[src/rtl/paint_mixer_if.sv]
// Configuration bus of the paint mixer: per-layer register writes plus the
// pending flag that reports a write still waiting for the next frame start.
interface paint_mixer_if #(
    parameter int CIDX_ADDRW = 8
);
    logic                  cfg_we;
    logic [2:0]            cfg_layer;
    logic                  cfg_en;
    logic                  cfg_transp;
    logic [CIDX_ADDRW-1:0] cfg_base;
    logic                  cfg_pending;

    modport master (
        output cfg_we, cfg_layer, cfg_en, cfg_transp, cfg_base,
        input  cfg_pending
    );

    modport slave (
        input  cfg_we, cfg_layer, cfg_en, cfg_transp, cfg_base,
        output cfg_pending
    );
endinterface

[src/rtl/paint_mixer.sv]
// N-layer paint compositor: picks the front-most visible layer, drives the CLUT
// address and realigns the display timing with the CLUT colour output.
module paint_mixer #(
    parameter int              BPC        = 5,
    parameter int              CORDW      = 16,
    parameter int              LAYERS     = 2,
    parameter int              CIDXW      = 4,
    parameter int              CIDX_ADDRW = 8,
    parameter int              CLUT_LAT   = 2,
    parameter logic [3*BPC-1:0] BG_COLR   = '0
) (
    input  logic                       clk_pix,
    input  logic                       rst_pix,
    input  logic signed [CORDW-1:0]    dx,
    input  logic signed [CORDW-1:0]    dy,
    input  logic                       hsync,
    input  logic                       vsync,
    input  logic                       de,
    input  logic                       frame_start,
    input  logic [LAYERS*CIDXW-1:0]    layer_pix,
    input  logic [LAYERS-1:0]          layer_paint,
    paint_mixer_if.slave               cfg,
    output logic [CIDX_ADDRW-1:0]      clut_addr,
    input  logic [3*BPC-1:0]           clut_dout,
    output logic signed [CORDW-1:0]    disp_x,
    output logic signed [CORDW-1:0]    disp_y,
    output logic                       disp_hsync,
    output logic                       disp_vsync,
    output logic                       disp_de,
    output logic                       disp_frame,
    output logic [BPC-1:0]             disp_r,
    output logic [BPC-1:0]             disp_g,
    output logic [BPC-1:0]             disp_b
);

    localparam int STAGES = CLUT_LAT + 1;

    typedef struct packed {
        logic signed [CORDW-1:0] x;
        logic signed [CORDW-1:0] y;
        logic                    hs;
        logic                    vs;
        logic                    de;
        logic                    frame;
    } disp_t;

    typedef struct packed {
        disp_t t;
        logic  paint;
    } timing_t;

    logic [LAYERS-1:0]                 pend_en_q, pend_en_d;
    logic [LAYERS-1:0]                 pend_tr_q, pend_tr_d;
    logic [LAYERS-1:0][CIDX_ADDRW-1:0] pend_base_q, pend_base_d;
    logic [LAYERS-1:0]                 act_en_q, act_en_d;
    logic [LAYERS-1:0]                 act_tr_q, act_tr_d;
    logic [LAYERS-1:0][CIDX_ADDRW-1:0] act_base_q, act_base_d;
    logic                              cfg_pending_q, cfg_pending_d;

    logic                              sel_paint;
    logic [CIDX_ADDRW-1:0]             clut_addr_q, clut_addr_d;
    timing_t [STAGES-1:0]              pipe_q, pipe_d;
    disp_t                             disp_q, disp_d;
    logic [3*BPC-1:0]                  rgb_q, rgb_d;

    // A write coinciding with frame_start is folded into pending first, so it
    // reaches the active set on that same edge.
    always_comb begin
        pend_en_d     = pend_en_q;
        pend_tr_d     = pend_tr_q;
        pend_base_d   = pend_base_q;
        cfg_pending_d = cfg_pending_q;
        for (int i = 0; i < LAYERS; i++) begin
            if (cfg.cfg_we && (cfg.cfg_layer == 3'(i))) begin
                pend_en_d[i]   = cfg.cfg_en;
                pend_tr_d[i]   = cfg.cfg_transp;
                pend_base_d[i] = cfg.cfg_base;
                cfg_pending_d  = 1'b1;
            end
        end
        act_en_d   = act_en_q;
        act_tr_d   = act_tr_q;
        act_base_d = act_base_q;
        if (frame_start) begin
            act_en_d      = pend_en_d;
            act_tr_d      = pend_tr_d;
            act_base_d    = pend_base_d;
            cfg_pending_d = 1'b0;
        end
    end

    // Scanning back-to-front lets the lowest-numbered visible layer win.
    always_comb begin
        logic [CIDXW-1:0] pix;
        pix         = '0;
        sel_paint   = 1'b0;
        clut_addr_d = '0;
        for (int i = LAYERS - 1; i >= 0; i--) begin
            pix = layer_pix[i*CIDXW +: CIDXW];
            if (layer_paint[i] && act_en_d[i] && !(act_tr_d[i] && (pix == '0))) begin
                sel_paint   = 1'b1;
                clut_addr_d = act_base_d[i] + CIDX_ADDRW'(pix);
            end
        end
    end

    always_comb begin
        pipe_d[0].t.x     = dx;
        pipe_d[0].t.y     = dy;
        pipe_d[0].t.hs    = hsync;
        pipe_d[0].t.vs    = vsync;
        pipe_d[0].t.de    = de;
        pipe_d[0].t.frame = frame_start;
        pipe_d[0].paint   = sel_paint;
        for (int k = 1; k < STAGES; k++) begin
            pipe_d[k] = pipe_q[k-1];
        end
        disp_d = pipe_q[STAGES-1].t;
        rgb_d  = '0;
        if (pipe_q[STAGES-1].t.de) begin
            rgb_d = pipe_q[STAGES-1].paint ? clut_dout : BG_COLR;
        end
    end

    always_ff @(posedge clk_pix or posedge rst_pix) begin
        if (rst_pix) begin
            pend_en_q     <= LAYERS'(1);
            pend_tr_q     <= '0;
            pend_base_q   <= '0;
            act_en_q      <= LAYERS'(1);
            act_tr_q      <= '0;
            act_base_q    <= '0;
            cfg_pending_q <= 1'b0;
            clut_addr_q   <= '0;
            pipe_q        <= '0;
            disp_q        <= '0;
            rgb_q         <= '0;
        end else begin
            pend_en_q     <= pend_en_d;
            pend_tr_q     <= pend_tr_d;
            pend_base_q   <= pend_base_d;
            act_en_q      <= act_en_d;
            act_tr_q      <= act_tr_d;
            act_base_q    <= act_base_d;
            cfg_pending_q <= cfg_pending_d;
            clut_addr_q   <= clut_addr_d;
            pipe_q        <= pipe_d;
            disp_q        <= disp_d;
            rgb_q         <= rgb_d;
        end
    end

    assign cfg.cfg_pending = cfg_pending_q;
    assign clut_addr       = clut_addr_q;
    assign disp_x          = disp_q.x;
    assign disp_y          = disp_q.y;
    assign disp_hsync      = disp_q.hs;
    assign disp_vsync      = disp_q.vs;
    assign disp_de         = disp_q.de;
    assign disp_frame      = disp_q.frame;
    assign disp_r          = rgb_q[3*BPC-1 -: BPC];
    assign disp_g          = rgb_q[2*BPC-1 -: BPC];
    assign disp_b          = rgb_q[BPC-1:0];

endmodule

[src/flat_wrapper.sv]
// flat-port wrapper written by rule: the top's interface ports become plain ports
module paint_mixer_flat 
#(
    parameter int              BPC        = 5,
    parameter int              CORDW      = 16,
    parameter int              LAYERS     = 2,
    parameter int              CIDXW      = 4,
    parameter int              CIDX_ADDRW = 8,
    parameter int              CLUT_LAT   = 2,
    parameter logic [3*BPC-1:0] BG_COLR   = '0
)
  (clk_pix, rst_pix, dx, dy, hsync, vsync, de, frame_start, layer_pix, layer_paint, clut_addr, clut_dout, disp_x, disp_y, disp_hsync, disp_vsync, disp_de, disp_frame, disp_r, disp_g, disp_b, cfg_cfg_we, cfg_cfg_layer, cfg_cfg_en, cfg_cfg_transp, cfg_cfg_base, cfg_cfg_pending);
  paint_mixer_if #(.CIDX_ADDRW(CIDX_ADDRW)) cfg_i ();
  input  logic clk_pix;
  input  logic rst_pix;
  input  logic signed [CORDW-1:0] dx;
  input  logic signed [CORDW-1:0] dy;
  input  logic hsync;
  input  logic vsync;
  input  logic de;
  input  logic frame_start;
  input  logic [LAYERS*CIDXW-1:0] layer_pix;
  input  logic [LAYERS-1:0] layer_paint;
  output logic [CIDX_ADDRW-1:0] clut_addr;
  input  logic [3*BPC-1:0] clut_dout;
  output logic signed [CORDW-1:0] disp_x;
  output logic signed [CORDW-1:0] disp_y;
  output logic disp_hsync;
  output logic disp_vsync;
  output logic disp_de;
  output logic disp_frame;
  output logic [BPC-1:0] disp_r;
  output logic [BPC-1:0] disp_g;
  output logic [BPC-1:0] disp_b;
  input wire logic [$bits(cfg_i.cfg_we)-1:0] cfg_cfg_we;
  input wire logic [$bits(cfg_i.cfg_layer)-1:0] cfg_cfg_layer;
  input wire logic [$bits(cfg_i.cfg_en)-1:0] cfg_cfg_en;
  input wire logic [$bits(cfg_i.cfg_transp)-1:0] cfg_cfg_transp;
  input wire logic [$bits(cfg_i.cfg_base)-1:0] cfg_cfg_base;
  output wire logic [$bits(cfg_i.cfg_pending)-1:0] cfg_cfg_pending;
  assign cfg_i.cfg_we = cfg_cfg_we;
  assign cfg_i.cfg_layer = cfg_cfg_layer;
  assign cfg_i.cfg_en = cfg_cfg_en;
  assign cfg_i.cfg_transp = cfg_cfg_transp;
  assign cfg_i.cfg_base = cfg_cfg_base;
  assign cfg_cfg_pending = cfg_i.cfg_pending;
  paint_mixer #(.BPC(BPC), .CORDW(CORDW), .LAYERS(LAYERS), .CIDXW(CIDXW), .CIDX_ADDRW(CIDX_ADDRW), .CLUT_LAT(CLUT_LAT), .BG_COLR(BG_COLR)) u_core (.clk_pix(clk_pix), .rst_pix(rst_pix), .dx(dx), .dy(dy), .hsync(hsync), .vsync(vsync), .de(de), .frame_start(frame_start), .layer_pix(layer_pix), .layer_paint(layer_paint), .cfg(cfg_i), .clut_addr(clut_addr), .clut_dout(clut_dout), .disp_x(disp_x), .disp_y(disp_y), .disp_hsync(disp_hsync), .disp_vsync(disp_vsync), .disp_de(disp_de), .disp_frame(disp_frame), .disp_r(disp_r), .disp_g(disp_g), .disp_b(disp_b));
endmodule
[config.mk]
export PLATFORM = sky130hd
export DESIGN_NAME = paint_mixer_flat
export DESIGN_NICKNAME = d
export VERILOG_FILES = /design/src/rtl/paint_mixer_if.sv /design/src/rtl/paint_mixer.sv /design/src/flat_wrapper.sv
export SDC_FILE = /design/constraint.sdc
export NUM_CORES = 1
export LEC_CHECK = 0
export ABC_AREA = 1
export CAP_MARGIN = 20
export CELL_PAD_IN_SITES_DETAIL_PLACEMENT = 0
export CELL_PAD_IN_SITES_GLOBAL_PLACEMENT = 2
export CORE_MARGIN = 2
export CORE_UTILIZATION = 34
export DETAILED_ROUTE_END_ITERATION = 6
export PLACE_DENSITY_LB_ADDON = 0.25
export SLEW_MARGIN = 10
export SYNTH_ARGS = -nofsm -noshare
export SYNTH_HDL_FRONTEND = slang
export SYNTH_SLANG_ARGS = --single-unit
[constraint.sdc]
create_clock -name clk_pix -period 10.1 [get_ports clk_pix]
set_clock_uncertainty 0.05 [all_clocks]
set_input_delay 2.02 -clock clk_pix [delete_from_list [all_inputs] [get_ports clk_pix]]
set_output_delay 2.02 -clock clk_pix [all_outputs]
set_load 0.01 [all_outputs]
======== Word level (Yosys, flattened, before mapping) ========
Index checks and enable logic that the tools add are counted.
operators by class
  $add $sub $neg .......................... 2
  equal/unequal tests ..................... 1
  muxes and demuxes ....................... 18
  reductions and logical operators ........ 14
operator list
  kind                count
  $mux 8              4
  $mux 15             2
  $add 8x4->8         2
  $mux 16             1
  $mux 1              9
  $logic_and 1x1->1   8
  $logic_not 4->1     2
  $mux 2              2
  $eq 3x1->1 const B  1
  $logic_not 3->1     1
  $reduce_bool 3->1   1
  $logic_not 1->1     2
word-level totals
  flip-flop bits (word level) ............. 211
  input port bits ......................... 77
  output and inout port bits .............. 60

======== Depth between registers and ports, before layout ========
Gate-level depths: netlist of run 1.
  depth after elaboration ................. 9
  gate-level depth with buffers ........... 19
  gate-level depth less buffers ........... 18

======== Worst setup path after synthesis of run 1 ========
Ideal clock, no wire load.
  path type ............................... input to register
  start point ............................. input port cfg_cfg_layer[0]
  end point ............................... register u_core.clut_addr_q[6] (netlist: u_core.clut_addr[6])
  library setup time ...................... 0.116 ns
  arrival time ............................ 3.955 ns
  path slack .............................. 5.978 ns
  stages .................................. 18
  buffers on the path ..................... 1
  cell sequence ........................... inv_1 -> nor2_4 -> nand2_4 -> buf_4 -> o21ai_0 -> nand2_1 -> nand2_1 -> ha_1 -> inv_1 -> fa_1 -> inv_1 -> nand3_1 -> nand2_1 -> nand3_1 -> o21ai_0 -> nand2_1 -> nand2_1 -> nand2_1
RTL lines
  item                  RTL line            source
  start, declared       flat_wrapper.sv:36  input wire logic [$bits(cfg_i.cfg_layer)-1:0] cfg_cfg_layer;
  end signal, assigned  paint_mixer.sv:146  clut_addr_q <= clut_addr_d;
  end, declared         paint_mixer.sv:61   logic [CIDX_ADDRW-1:0] clut_addr_q, clut_addr_d;

==> results.md, run 1 <==
Cells and area:
- The antenna diode count is 0.
- The area of all sequential standard cells is 5280 µm².
- The finished cells cover 9230 µm².
- In the final layout, the multi-input gates occupy 1180 µm².
- The number of inserted filler cells in the final layout is 1744.
- The finished layout holds 923 standard cells, fillers aside.
- The number of nets in the final layout is 729.
- The share of the core filled with cells in the final layout is 0.476.
- In the final layout, the share of cells above drive strength 1 is 0.116.
- The post-synthesis to final-layout area growth is 37.7%.

Synthesis:
- Synthesis handed over a netlist of 484 instances.
- In this run, synthesis inferred 0 flip-flops with an integrated enable.
- The number of different library cells in the post-synthesis netlist is 32.
- By count the netlist is led by dfrtp_1 (209), nand2_1 (88), inv_1 (50).
- After synthesis, the share of flip-flops with an asynchronous set or reset is 1.00.
- The fraction of synthesized cell area taken by the top area cell type is 0.781.
- Sorting the synthesized cells by area gives the leading types as dfrtp_1 (78%), nand2_1 (4.9%), inv_1 (2.8%).
- Of the synthesized area, sequential elements account for 0.789.
- The library cell occupying the most area in the post-synthesis netlist is dfrtp_1.
- The synthesized netlist net count is 572.
- The number of flip-flops and latches in the synthesized netlist is 211.
- The netlist area before placement is 6700 µm².
- The most frequent cell after synthesis is dfrtp_1.
- The primary flip-flop cell chosen by synthesis mapping is dfrtp_1.
- The number of warnings printed during yosys synthesis is 0.
- The average footprint of a synthesized cell is 13.8 µm².

STA:
- The number of hold-slack violations in the final timing report is 0.
- Setup repair after global routing left no endpoint under its margin.
- The final count of pins violating max slew is 0.
- The clock period could shrink to 4.49 ns.
- In this run the tightest slew margin relative to its limit is 0.365.
- Setup violations remaining at the end of the flow were counted as 0.
- In the finished design, the share of the clock period the worst path needs comes to 0.444.
- The setup TNS is 0 ns.
- The transition time of the tightest slew-check pin is 0.953 ns.
- Static timing analysis puts the maximum clock frequency at 223 MHz.

Die:
- The overall die width is 144 µm.
- The starting density of the core is 0.345.
- The die outline area is 20800 µm².
- The core region is 19400 µm².
- After floorplanning, the core was divided into 51 placement rows.
- The die is 144 µm tall.
- The number of I/O pins is 137.

CTS:
- In this run the clock root is driven by a clkbuf_16.
- The later pin in the worst-skew pair is clocked with a latency of 0.51 ns.
- The total of cells resized after clock tree synthesis is 0.
- TritonCTS built the clock tree.
- In this run the post-CTS setup repair buffer count came out at 0.
- No sink is reached through more buffers than the 3 on the longest clock path.
- In this run the number of H-tree levels came out at 1.
- Clock-pin slew was measured on the worst setup and hold paths at 0.06 ns.
- Buffers inserted during clock tree synthesis total 23.
- Buffers inserted to repair hold after CTS numbered 0.
- The clock sink count is 211.

Worst setup path:
- The destination of the worst register-to-register timing path is u_core.clut_addr[6]$_DFF_PP0_.
- Across all register-to-register paths, the minimum setup slack is 7.86 ns.
- The data arrival time of the critical path is 4.84 ns.
- The kind of critical path is in2reg.
- Of all nets on the critical path, the largest fanout is 16.
- The cell with the largest stage delay on the worst path is clkdlybuf4s50_1.
- The cell repeated most along the worst path is nand2_1.
- The worst setup path is captured at a flip-flop.
- In this design, the stage delay of the slowest critical-path cell is 0.49 ns.
- Traced cell by cell, the critical path runs through clkdlybuf4s50_1 -> nor2_4 -> nand3_2 -> nand2_1 -> o21ai_0 -> nand2_1 -> nand2_1 -> ha_1 -> fa_1 -> and3_1 -> a211oi_1 -> nor2_1 -> nand2_1 -> nand2_1 -> nand3_1 -> nand2_1.
- The origin of the critical flop-to-flop path is u_core.pend_base_q[0]$_DFF_PP0_.
- Measured in cells, the most critical reg-to-reg path has a length of 13.
- The nature of the critical path startpoint is an input port.
- Data on the critical path is required at its endpoint by 10.45 ns.

Drt:
- The number of iterations in the first detailed-routing pass is 5.
- The routed layout has 3814 vias.
- After detailed routing, the average wire length per cell comes to 13.6 µm.
- After the first detailed-routing iteration, the DRC count stood at 151.
- The final layout contains routed wiring with a total length of 12600 µm.
- After detailed routing, the number of remaining DRC violations is 0.
- The post-route antenna net violation count is 0.
- The vias per cell is 4.13.

GRT:
- The number of antenna violations at the first check in global routing is 0.
- The largest net degree at the start of global routing is 136.
- The overall fraction of global-route tracks in use is 0.126.
- Summed over all layers, the global routing overflow is 0.
- The via count of the first global-routing pass was 3924.
- The first global-routing pass estimated 20300 µm of wire.

Job:
- Across the run, the number of max-cap violations was 0.

Placement:
- The cell count after placement is 881.
- The last weighted congestion value of the routability-driven placer is 0.813.
- The quantity of I/O buffers inserted on ports is 136.
- The HPWL after detailed placement is 8400 µm.
- After detailed placement, the total cell area comes to 8380 µm².

Power and ir drop:
- The power density over the cells is 223 nW/µm².
- In this run the static leakage power is 4.32 nW.
- The maximum resistive drop on vdd is 0.0954 mV.
- Power comes to 2.05 mW.

Hold path:
- The path type of the worst min-delay path is reg2reg.
- The source of the worst hold timing path is u_core.pipe_d[54]$_DFF_PP0_.
- The cell count of the worst hold path is 0.
- The end point of the worst hold path is u_core.pipe_d[91]$_DFF_PP0_.

Run status:
- The run finished with clean final reports.
## per-layer routing
layer  wire (µm)  part of all wire  up-vias  global-route usage
li1            -                 -     1833                   -
met1        5780              0.46     1840               0.174
met2        5680              0.45      121               0.193
met3         819             0.065       20              0.0308
met4         299             0.024        0              0.0480
met5           0                 0        -                   0
## worst max-delay path by stage
stage | end | cells past startpoint | startpoint
2_1_floorplan | u_core.act_base_q[0]$_DFF_PP0_ | 1 | rst_pix
3_3_place_gp | u_core.clut_addr[6]$_DFF_PP0_ | 16 | cfg_cfg_layer[1]
3_5_place_dp | u_core.clut_addr[6]$_DFF_PP0_ | 16 | cfg_cfg_layer[1]
4_1_cts | u_core.clut_addr[6]$_DFF_PP0_ | 16 | cfg_cfg_layer[1]
5_1_grt | u_core.clut_addr[6]$_DFF_PP0_ | 16 | cfg_cfg_layer[1]
6_report | u_core.clut_addr[6]$_DFF_PP0_ | 16 | cfg_cfg_layer[1]
## kinds of logic after synthesis
kind of cell / share of synthesized area
simple gates: 0.124
compound gates: 0.0247
fa+ha+maj: 0.0228
xor+xnor: 0.00523
buf+inv: 0.0346
flops: 0.789
## critical path: cells and delay by family
kind                     cells  cell delay (ns)
AO/OA/AOI/OAI                2             0.40
adder cells (fa/ha/maj)      2             0.62
buffers and inverters        1             0.49
AND/OR/NAND/NOR             11             1.28
## cell type report
| class | count | area share |
|---|---|---|
| well taps | 265 | 0.0359 |
| clock buffers | 28 | 0.0666 |
| multi-input cells | 214 | 0.128 |
| inverters | 53 | 0.0224 |
| repair buffers | 138 | 0.149 |
| clock inverters | 14 | 0.0251 |
| flip-flops and latches | 211 | 0.572 |
## metrics by stage
step	setup slack [ns]	hold WS (ns)
after floorplan	2.27	0.281
after global placement	5.15	0.281
after detailed placement	5.09	0.285
after CTS	5.60	0.296
after global routing	5.32	0.301
final	5.61	0.293
## where the power goes
part | internal (mW) | switching [mW]
clock network | 0.569 | 0.344
registers | 0.915 | 0.0175
logic | 0.0967 | 0.111
## registers in the layout (all words and copies together) (netlist names), 2 cells and up
| name | count |
|---|---|
| u_core.act_base_q | 16 |
| u_core.act_en_q | 2 |
| u_core.act_tr_q | 2 |
| u_core.clut_addr | 8 |
| u_core.disp_d | 36 |
| u_core.disp_x | 16 |
| u_core.disp_y | 16 |
| u_core.pend_base_q | 16 |
| u_core.pend_en_q | 2 |
| u_core.pend_tr_q | 2 |
| u_core.pipe_d | 74 |
| u_core.rgb_q | 15 |
## cells in the final DEF (no fill, tap or decap), types with 2 or more instances in the layout
cell type        instances
inv_2                    3
o21ai_1                  4
o21ai_2                  5
nand2_1                 88
clkinv_2                 2
clkinvlp_4               3
a21oi_1                  5
nand3_2                  4
dfstp_2                  2
inv_1                   49
nand2_4                  2
o21ai_0                 11
dfrtp_1                209
buf_4                    2
or2_2                    8
clkbuf_1                 3
clkinv_4                 2
fa_1                     2
nand2_2                  2
clkbuf_8                 2
and2_1                   2
nor2_2                   3
nand4_1                  7
nor2_1                  22
nand3_1                 25
nor2_4                   3
clkdlybuf4s50_1        136
inv_8                    2
ha_1                     9
clkbuf_16               23
xnor2_1                  4
nor2_8                   2
bufinv_16                5
No activity file was read; power rests on OpenSTA's default activity.
==> run 2: changes to the inputs <==
Clock period 10.1 ns to 4.7 ns, I/O delays scaled along.
==> results.md, run 2 (synthesized netlist as in run 1, its figures left out) <==
Worst setup path:
- The required arrival time at the worst endpoint is 5.04 ns (was 10.45 ns).
- The cell with the largest stage delay on the worst path is clkdlybuf4s50_1 (unchanged).
- The origin of the critical flop-to-flop path was u_core.pend_base_q[0]$_DFF_PP0_ (unchanged).
- The cell family with the largest share of critical-path delay was simple AND/OR/NAND/NOR gates (unchanged).
- The cell repeated most along the worst path is nand2_1 (unchanged).
- The number of cell instances on the worst register-to-register path is 13 (unchanged).
- The nature of the critical path startpoint is an input port (unchanged).
- The data arrival time of the critical path is 3.78 ns (was 4.84 ns).
- The kind of critical path is in2reg (unchanged).
- The destination of the worst register-to-register timing path is u_core.clut_addr[6]$_DFF_PP0_ (unchanged).
- The cell count along the critical path is 18 (was 16).
- The endpoint kind of the worst setup timing path is a flip-flop (unchanged).
- The delay of the slowest critical-path stage is 0.63 ns (was 0.49 ns).
- The minimum setup slack among reg-to-reg paths came to 2.45 ns (was 7.86 ns).
- The biggest fanout along the worst timing path was 17 (was 16).
- Critical path, cell by cell: clkdlybuf4s50_1 -> inv_2 -> nor2_4 -> nand2_4 -> o21ai_0 -> nand2_1 -> nand2_1 -> ha_1 -> inv_1 -> fa_1 -> inv_1 -> nand3_1 -> nand2_1 -> nand3_1 -> o21ai_0 -> nand2_1 -> nand2_1 -> nand2_1 (was clkdlybuf4s50_1 -> nor2_4 -> nand3_2 -> nand2_1 -> o21ai_0 -> nand2_1 -> nand2_1 -> ha_1 -> fa_1 -> and3_1 -> a211oi_1 -> nor2_1 -> nand2_1 -> nand2_1 -> nand3_1 -> nand2_1).
- The buffering stage count on the worst path with inverters included is 4 (was 1).

Power and ir drop:
- The standby leakage power is 4.29 nW (was 4.32 nW).
- The power density over the cells is 457 nW/µm² (was 223 nW/µm²).
- The maximum resistive drop on vdd is 0.198 mV (was 0.0954 mV).
- The part of the total power dissipated in sequential elements is 0.479 (was 0.454).
- The switching share of total power is 0.231 (was 0.230).
- The clock power share is 0.414 (was 0.445).
- The share of power burned in combinational logic is 0.108 (was 0.101).
- The internal power contribution came to 3.22 mW (was 1.58 mW).
- The total net switching power is 0.967 mW (was 0.472 mW).

CTS:
- The post-CTS repair timing setup buffer count is 0 (unchanged).
- The worst-case clock buffer depth was 3 (unchanged).
- The clock-pin slew on the worst setup and hold paths was 0.06 ns (about the same).
- The buffer type at the clock tree root is clkbuf_16 (unchanged).
- The count of hold-fix buffers inserted at cts was 0 (unchanged).
- The number of CTS-inserted buffers came to 23 (unchanged).
- The clock sink count is 211 (unchanged).
- The CTS tree was done (unchanged).
- The H-tree depth is 1 (unchanged).
- The total of cells resized after clock tree synthesis is 0 (unchanged).
- The clock latency on the worst-skew pair is 0.50 ns (was 0.51 ns).

GRT:
- The overall fraction of global-route tracks in use is 0.126 (about the same).
- The largest net degree at the start of global routing came to 120 (was 136).
- The via count of the first global-routing pass was 3959 (was 3924).
- The number of antenna violations at the first check in global routing is 1 (was 0).
- The first-pass GRT wire length was 20400 µm (was 20300 µm).
- The aggregate global routing overflow is 0 (unchanged).

Die:
- The core outline area is 19400 µm² (unchanged).
- The overall die width is 144 µm (unchanged).
- The die extent in y is 144 µm (unchanged).
- The number of I/O pins came to 137 (unchanged).
- The site row count is 51 (unchanged).
- The starting density of the core was 0.345 (unchanged).
- The die outline area was 20800 µm² (unchanged).

Cells and area:
- The number of cells in the finished layout apart from fillers is 924 (was 923).
- The post-synthesis to final-layout area growth is 36.7% (was 37.7%).
- The number of inserted filler cells in the final layout is 1779 (was 1744).
- The antenna diode count was 0 (unchanged).
- Leading cell types in the layout, fill and taps excluded: dfrtp_1 (209), clkdlybuf4s50_1 (136), nand2_1 (88), inv_1 (49), nand3_1 (25) (unchanged).
- The most common library cell in the layout ignoring fill and taps was dfrtp_1 (unchanged).
- The number of nets in the final layout came to 731 (was 729).
- The share of cells above drive strength 1 was 0.115 (was 0.116).
- The cell area after layout is 9160 µm² (was 9230 µm²).
- The area of all sequential standard cells came to 5280 µm² (unchanged).
- The flip-flop count of the largest register, all copies and words added is 74 (unchanged).
- The total area of multi-input combinational cells came to 1180 µm² (unchanged).

STA:
- The transition time of the tightest slew-check pin was 0.670 ns (was 0.953 ns).
- Setup repair after global routing missed its margin: false (unchanged).
- The final count of pins violating max slew is 0 (unchanged).
- The final period demand of the worst path is 3.44 ns.
- The number of hold-slack violations in the final timing report was 0 (unchanged).
- The final worst slack is 1.26 ns (was 5.61 ns).
- The highest achievable clock rate is 291 MHz.
- The setup TNS is 0 ns (unchanged).
- The worst slew margin relative to its limit came to 0.552 (was 0.365).
- The period utilization is 0.732.
- The final setup violation count is 0 (unchanged).
- The worst-case hold slack is 0.289 ns (was 0.293 ns).

Drt:
- The vias per cell is 4.10 (was 4.13).
- The post-detailed-route DRC marker count is 0 (unchanged).
- The count of routing violations after the opening detailed-route iteration was 147 (was 151).
- The total number of vias is 3791 (was 3814).
- The final wirelength is 12700 µm (was 12600 µm).
- The post-route antenna net violation count was 0 (unchanged).
- The average routed wire per standard cell came to 13.8 µm (was 13.6 µm).
- The number of iterations in the first detailed-routing pass is 4 (was 5).

Job:
- The number of maximum-capacitance constraint violations came to 0 (unchanged).

Placement:
- The total cell area at the placement stage is 8420 µm² (was 8380 µm²).
- The placement-stage worst setup slack is 0.762 ns (was 5.09 ns).
- The last weighted congestion value of the routability-driven placer is 0.740 (was 0.813).
- The cell count after placement is 883 (was 881).
- The half-perimeter wire length after placement is 8730 µm (was 8400 µm).
- The quantity of I/O buffers inserted on ports is 136 (unchanged).

Hold path:
- The cell count of the worst hold path is 0 (unchanged).
- The source of the worst hold timing path is u_core.pipe_d[49]$_DFF_PP0_ (was u_core.pipe_d[54]$_DFF_PP0_).
- The end point of the worst hold path is u_core.pipe_d[86]$_DFF_PP0_ (was u_core.pipe_d[91]$_DFF_PP0_).
- The path type of the worst min-delay path is reg2reg (unchanged).

Run status:
- Result of the run: finished clean (unchanged).
## run 2: changes by cell type in the layout (fill, tap and decap cells not counted)
cell        change
buf_12          +2
bufinv_16       -3
clkbuf_1        +1
clkinv_2        +4
clkinvlp_4      -1
inv_16          -1
inv_6           +1
inv_8           -2
## run 2: per-stage QoR
step                       util  power [mW]
after global placement    0.434        2.49
after global routing      0.472        4.42
after floorplan               -        2.28
after detailed placement  0.434        2.50
after CTS                 0.472        4.27
final                     0.472        4.19
## run 2: how the worst max path moves through the flow
stage                     startpoint                              to
floorplan                    rst_pix  u_core.act_base_q[0]$_DFF_PP0_
global placement    cfg_cfg_layer[1]   u_core.clut_addr[6]$_DFF_PP0_
detailed placement        cfg_cfg_we   u_core.clut_addr[6]$_DFF_PP0_
CTS                       cfg_cfg_we   u_core.clut_addr[6]$_DFF_PP0_
global route              cfg_cfg_we   u_core.clut_addr[6]$_DFF_PP0_
finish                    cfg_cfg_we   u_core.clut_addr[6]$_DFF_PP0_
## run 2: layer usage
layer	vias up	track usage	part of all wire
met5	-	0	0
met4	0	0.0358	0.020
met3	24	0.0298	0.068
met2	119	0.205	0.47
met1	1821	0.169	0.44
li1	1827	-	-
## run 2: worst reg2reg max path, cell delays in order, from the launching register on
cell      delay (ns)
dfrtp_1         0.36
nand2_1         0.06
o21ai_0         0.11
nand2_1         0.08
nand2_1         0.08
ha_1            0.22
fa_1            0.41
and3_1          0.17
a211oi_1        0.26
nor2_1          0.11
nand2_1         0.07
nand2_1         0.05
nand3_1         0.06
nand2_1         0.05
## run 2: power by group through the flow
stage          clock [mW]  sequential (mW)  combinational, mW
5_1_grt              1.89             2.02              0.511
3_5_place_dp            0             2.04              0.460
4_1_cts              1.80             2.01              0.463
3_3_place_gp            0             2.03              0.454
6_report             1.73             2.00              0.452
2_1_floorplan           0             2.05              0.226
## run 2: final cells by class
| class | count | share of cell area |
|---|---|---|
| timing repair buffer | 140 | 0.155 |
| clock buffer | 29 | 0.0675 |
| clock inverter | 12 | 0.0135 |
| inverter | 53 | 0.0221 |
| tap | 265 | 0.0362 |
| multi-input combinational | 214 | 0.129 |
| sequential | 211 | 0.577 |
==> run 3: changes to the inputs <==
Clock period 4.7 ns to 3.2 ns, I/O delays scaled along.
==> results.md, run 3 (synthesized netlist as in run 1, its figures left out) <==
Die:
- The number of I/O pins is 137 (unchanged).
- The site row count is 51 (unchanged).
- The core outline area is 19400 µm² (unchanged).
- The starting density of the core came to 0.345 (unchanged).
- The overall die width is 144 µm (unchanged).
- The die outline area is 20800 µm² (unchanged).
- The die extent in y is 144 µm (unchanged).

STA:
- The highest achievable clock rate is 359 MHz.
- The final period demand of the worst path is 2.78 ns.
- Setup repair after global routing missed its margin: false (unchanged).
- The final count of pins violating max slew was 0 (unchanged).
- The transition time of the tightest slew-check pin came to 0.814 ns (was 0.670 ns).
- The number of hold-slack violations in the final timing report is 0 (unchanged).
- The worst-case hold slack came to 0.293 ns (was 0.289 ns).
- Dividing the final minimum period by the clock period gives 0.869.
- The worst slew margin relative to its limit came to 0.456 (was 0.552).
- The final setup violation count is 0 (unchanged).

Cells and area:
- The number of nets in the final layout is 761 (was 731).
- The share of cells above drive strength 1 is 0.154 (was 0.115).
- The flip-flop count of the largest register, all copies and words added is 74 (unchanged).
- The number of inserted filler cells in the final layout is 1728 (was 1779).
- The antenna diode count was 0 (unchanged).
- The number of cells in the finished layout apart from fillers is 953 (was 924).
- The cell area after layout is 9430 µm² (was 9160 µm²).
- Leading cell types in the layout, fill and taps excluded: dfrtp_1 (209), clkdlybuf4s50_1 (136), nand2_1 (88), inv_1 (49), buf_4 (30) (was dfrtp_1 (209), clkdlybuf4s50_1 (136), nand2_1 (88), inv_1 (49), nand3_1 (25)).
- The post-synthesis to final-layout area growth was 40.7% (was 36.7%).
- The most common library cell in the layout ignoring fill and taps is dfrtp_1 (unchanged).

Worst setup path:
- The data arrival time of the critical path is 3.13 ns (was 3.78 ns).
- The destination of the worst register-to-register timing path is u_core.clut_addr[6]$_DFF_PP0_ (unchanged).
- The origin of the critical flop-to-flop path is u_core.pend_base_q[0]$_DFF_PP0_ (unchanged).
- The nature of the critical path startpoint is an input port (unchanged).
- The minimum setup slack among reg-to-reg paths is 1.04 ns (was 2.45 ns).
- The biggest fanout along the worst timing path is 6 (was 17).
- The endpoint kind of the worst setup timing path is a flip-flop (unchanged).
- The required arrival time at the worst endpoint is 3.55 ns (was 5.04 ns).
- The number of cell instances on the worst register-to-register path is 13 (unchanged).
- The kind of critical path was in2reg (unchanged).

Power and ir drop:
- The internal power contribution is 4.81 mW (was 3.22 mW).
- The standby leakage power is 4.44 nW (was 4.29 nW).
- The power density over the cells is 661 nW/µm² (was 457 nW/µm²).
- The share of power burned in combinational logic is 0.115 (was 0.108).
- The total net switching power is 1.42 mW (was 0.967 mW).
- The maximum resistive drop on vdd is 0.309 mV (was 0.198 mV).
- The switching share of total power is 0.229 (was 0.231).
- The clock power share came to 0.412 (was 0.414).
- The part of the total power dissipated in sequential elements is 0.473 (was 0.479).

Drt:
- The number of iterations in the first detailed-routing pass is 4 (unchanged).
- The post-detailed-route DRC marker count is 0 (unchanged).
- The post-route antenna net violation count came to 0 (unchanged).
- The final wirelength is 12700 µm (about the same).
- The count of routing violations after the opening detailed-route iteration is 109 (was 147).
- The vias per cell is 4.10 (about the same).
- The total number of vias is 3912 (was 3791).
- The average routed wire per standard cell came to 13.3 µm (was 13.8 µm).

GRT:
- The first-pass GRT wire length is 20300 µm (was 20400 µm).
- The aggregate global routing overflow was 0 (unchanged).
- The number of antenna violations at the first check in global routing is 0 (was 1).
- The via count of the first global-routing pass came to 4037 (was 3959).
- The overall fraction of global-route tracks in use is 0.125 (was 0.126).
- The largest net degree at the start of global routing is 41 (was 120).

CTS:
- The clock latency on the worst-skew pair is 0.50 ns (about the same).
- The H-tree depth is 1 (unchanged).
- The clock-pin slew on the worst setup and hold paths came to 0.06 ns (about the same).
- The CTS tree is done (unchanged).
- The number of CTS-inserted buffers is 23 (unchanged).
- The post-CTS repair timing setup buffer count is 0 (unchanged).
- The count of hold-fix buffers inserted at cts came to 0 (unchanged).
- The total of cells resized after clock tree synthesis came to 0 (unchanged).
- The clock sink count is 211 (unchanged).
- The worst-case clock buffer depth came to 3 (unchanged).
- The buffer type at the clock tree root is clkbuf_16 (unchanged).

Placement:
- The total cell area at the placement stage is 8670 µm² (was 8420 µm²).
- The cell count after placement came to 913 (was 883).
- The last weighted congestion value of the routability-driven placer is 0.852 (was 0.740).
- The half-perimeter wire length after placement was 9110 µm (was 8730 µm).
- The quantity of I/O buffers inserted on ports is 136 (unchanged).

Hold path:
- The source of the worst hold timing path is u_core.disp_d[20]$_DFF_PP0_ (was u_core.pipe_d[49]$_DFF_PP0_).
- The path type of the worst min-delay path is reg2reg (unchanged).
- The cell count of the worst hold path was 0 (unchanged).
- The end point of the worst hold path is u_core.disp_x[0]$_DFF_PP0_ (was u_core.pipe_d[86]$_DFF_PP0_).

Job:
- The number of maximum-capacitance constraint violations is 0 (unchanged).

Run status:
- Result of the run: finished clean (unchanged).
## run 3: cell types whose count changed in the layout (fill, tap and decap cells not counted), sizes merged
cell / change
clkinvlp: +3
clkinv: -4
buf: +30
## run 3: area by class of cell
cell class                 instances  area [µm²]  share of cell area
tap                              265         332              0.0352
multi-input combinational        214        1180               0.126
clock buffer                      29         628              0.0666
timing repair buffer             170        1670               0.177
inverter                          53         203              0.0215
clock inverter                    11         130              0.0138
sequential                       211        5280               0.560
## run 3: worst max-delay path by stage
stage / start / end / slack, ns / cells after the start
after floorplan: rst_pix / u_core.act_base_q[0]$_DFF_PP0_ / -0.23 / 1
after global placement: cfg_cfg_layer[0] / u_core.clut_addr[7]$_DFF_PP0_ / -0.06 / 19
after detailed placement: cfg_cfg_layer[1] / u_core.clut_addr[6]$_DFF_PP0_ / -0.09 / 16
after CTS: cfg_cfg_layer[1] / u_core.clut_addr[6]$_DFF_PP0_ / 0.43 / 16
after global routing: cfg_cfg_layer[2] / u_core.clut_addr[6]$_DFF_PP0_ / 0.20 / 19
final: cfg_cfg_layer[1] / u_core.clut_addr[6]$_DFF_PP0_ / 0.42 / 16
## run 3: metal layers
| metal | vias up | wire length (µm) | track usage |
|---|---|---|---|
| li1 | 1896 | - | - |
| met1 | 1878 | 5760 | 0.172 |
| met2 | 117 | 5900 | 0.200 |
| met3 | 21 | 818 | 0.0265 |
| met4 | 0 | 235 | 0.0368 |
| met5 | - | 0 | 0 |
## run 3: worst max-delay path: stages
cell,delay (ns)
clkdlybuf4s50_1,0.49
nor2_4,0.15
nand3_2,0.15
buf_4,0.19
nand2_1,0.05
o21ai_0,0.11
nand2_1,0.08
nand2_1,0.09
fa_1,0.41
and3_1,0.16
a211oi_1,0.26
nor2_1,0.11
nand2_1,0.07
nand2_1,0.04
nand3_1,0.06
nand2_1,0.05
## run 3: power groups by stage
stage / Combinational, mW / Sequential (mW) / Clock (mW)
after CTS: 0.734 / 2.95 / 2.67
final: 0.716 / 2.94 / 2.57
after global placement: 0.723 / 2.99 / 0
after global routing: 0.807 / 2.97 / 2.79
after detailed placement: 0.729 / 2.99 / 0
after floorplan: 0.332 / 3.01 / 0
## run 3: stage by stage
step                power [mW]  setup TNS, ns  setup slack, ns   util
floorplan                 3.34         -48.19           -0.231      -
global placement          3.71         -0.131          -0.0601  0.447
detailed placement        3.72         -0.211          -0.0874  0.447
CTS                       6.35              0            0.426  0.486
global route              6.57              0            0.203  0.486
finish                    6.23              0            0.418  0.486
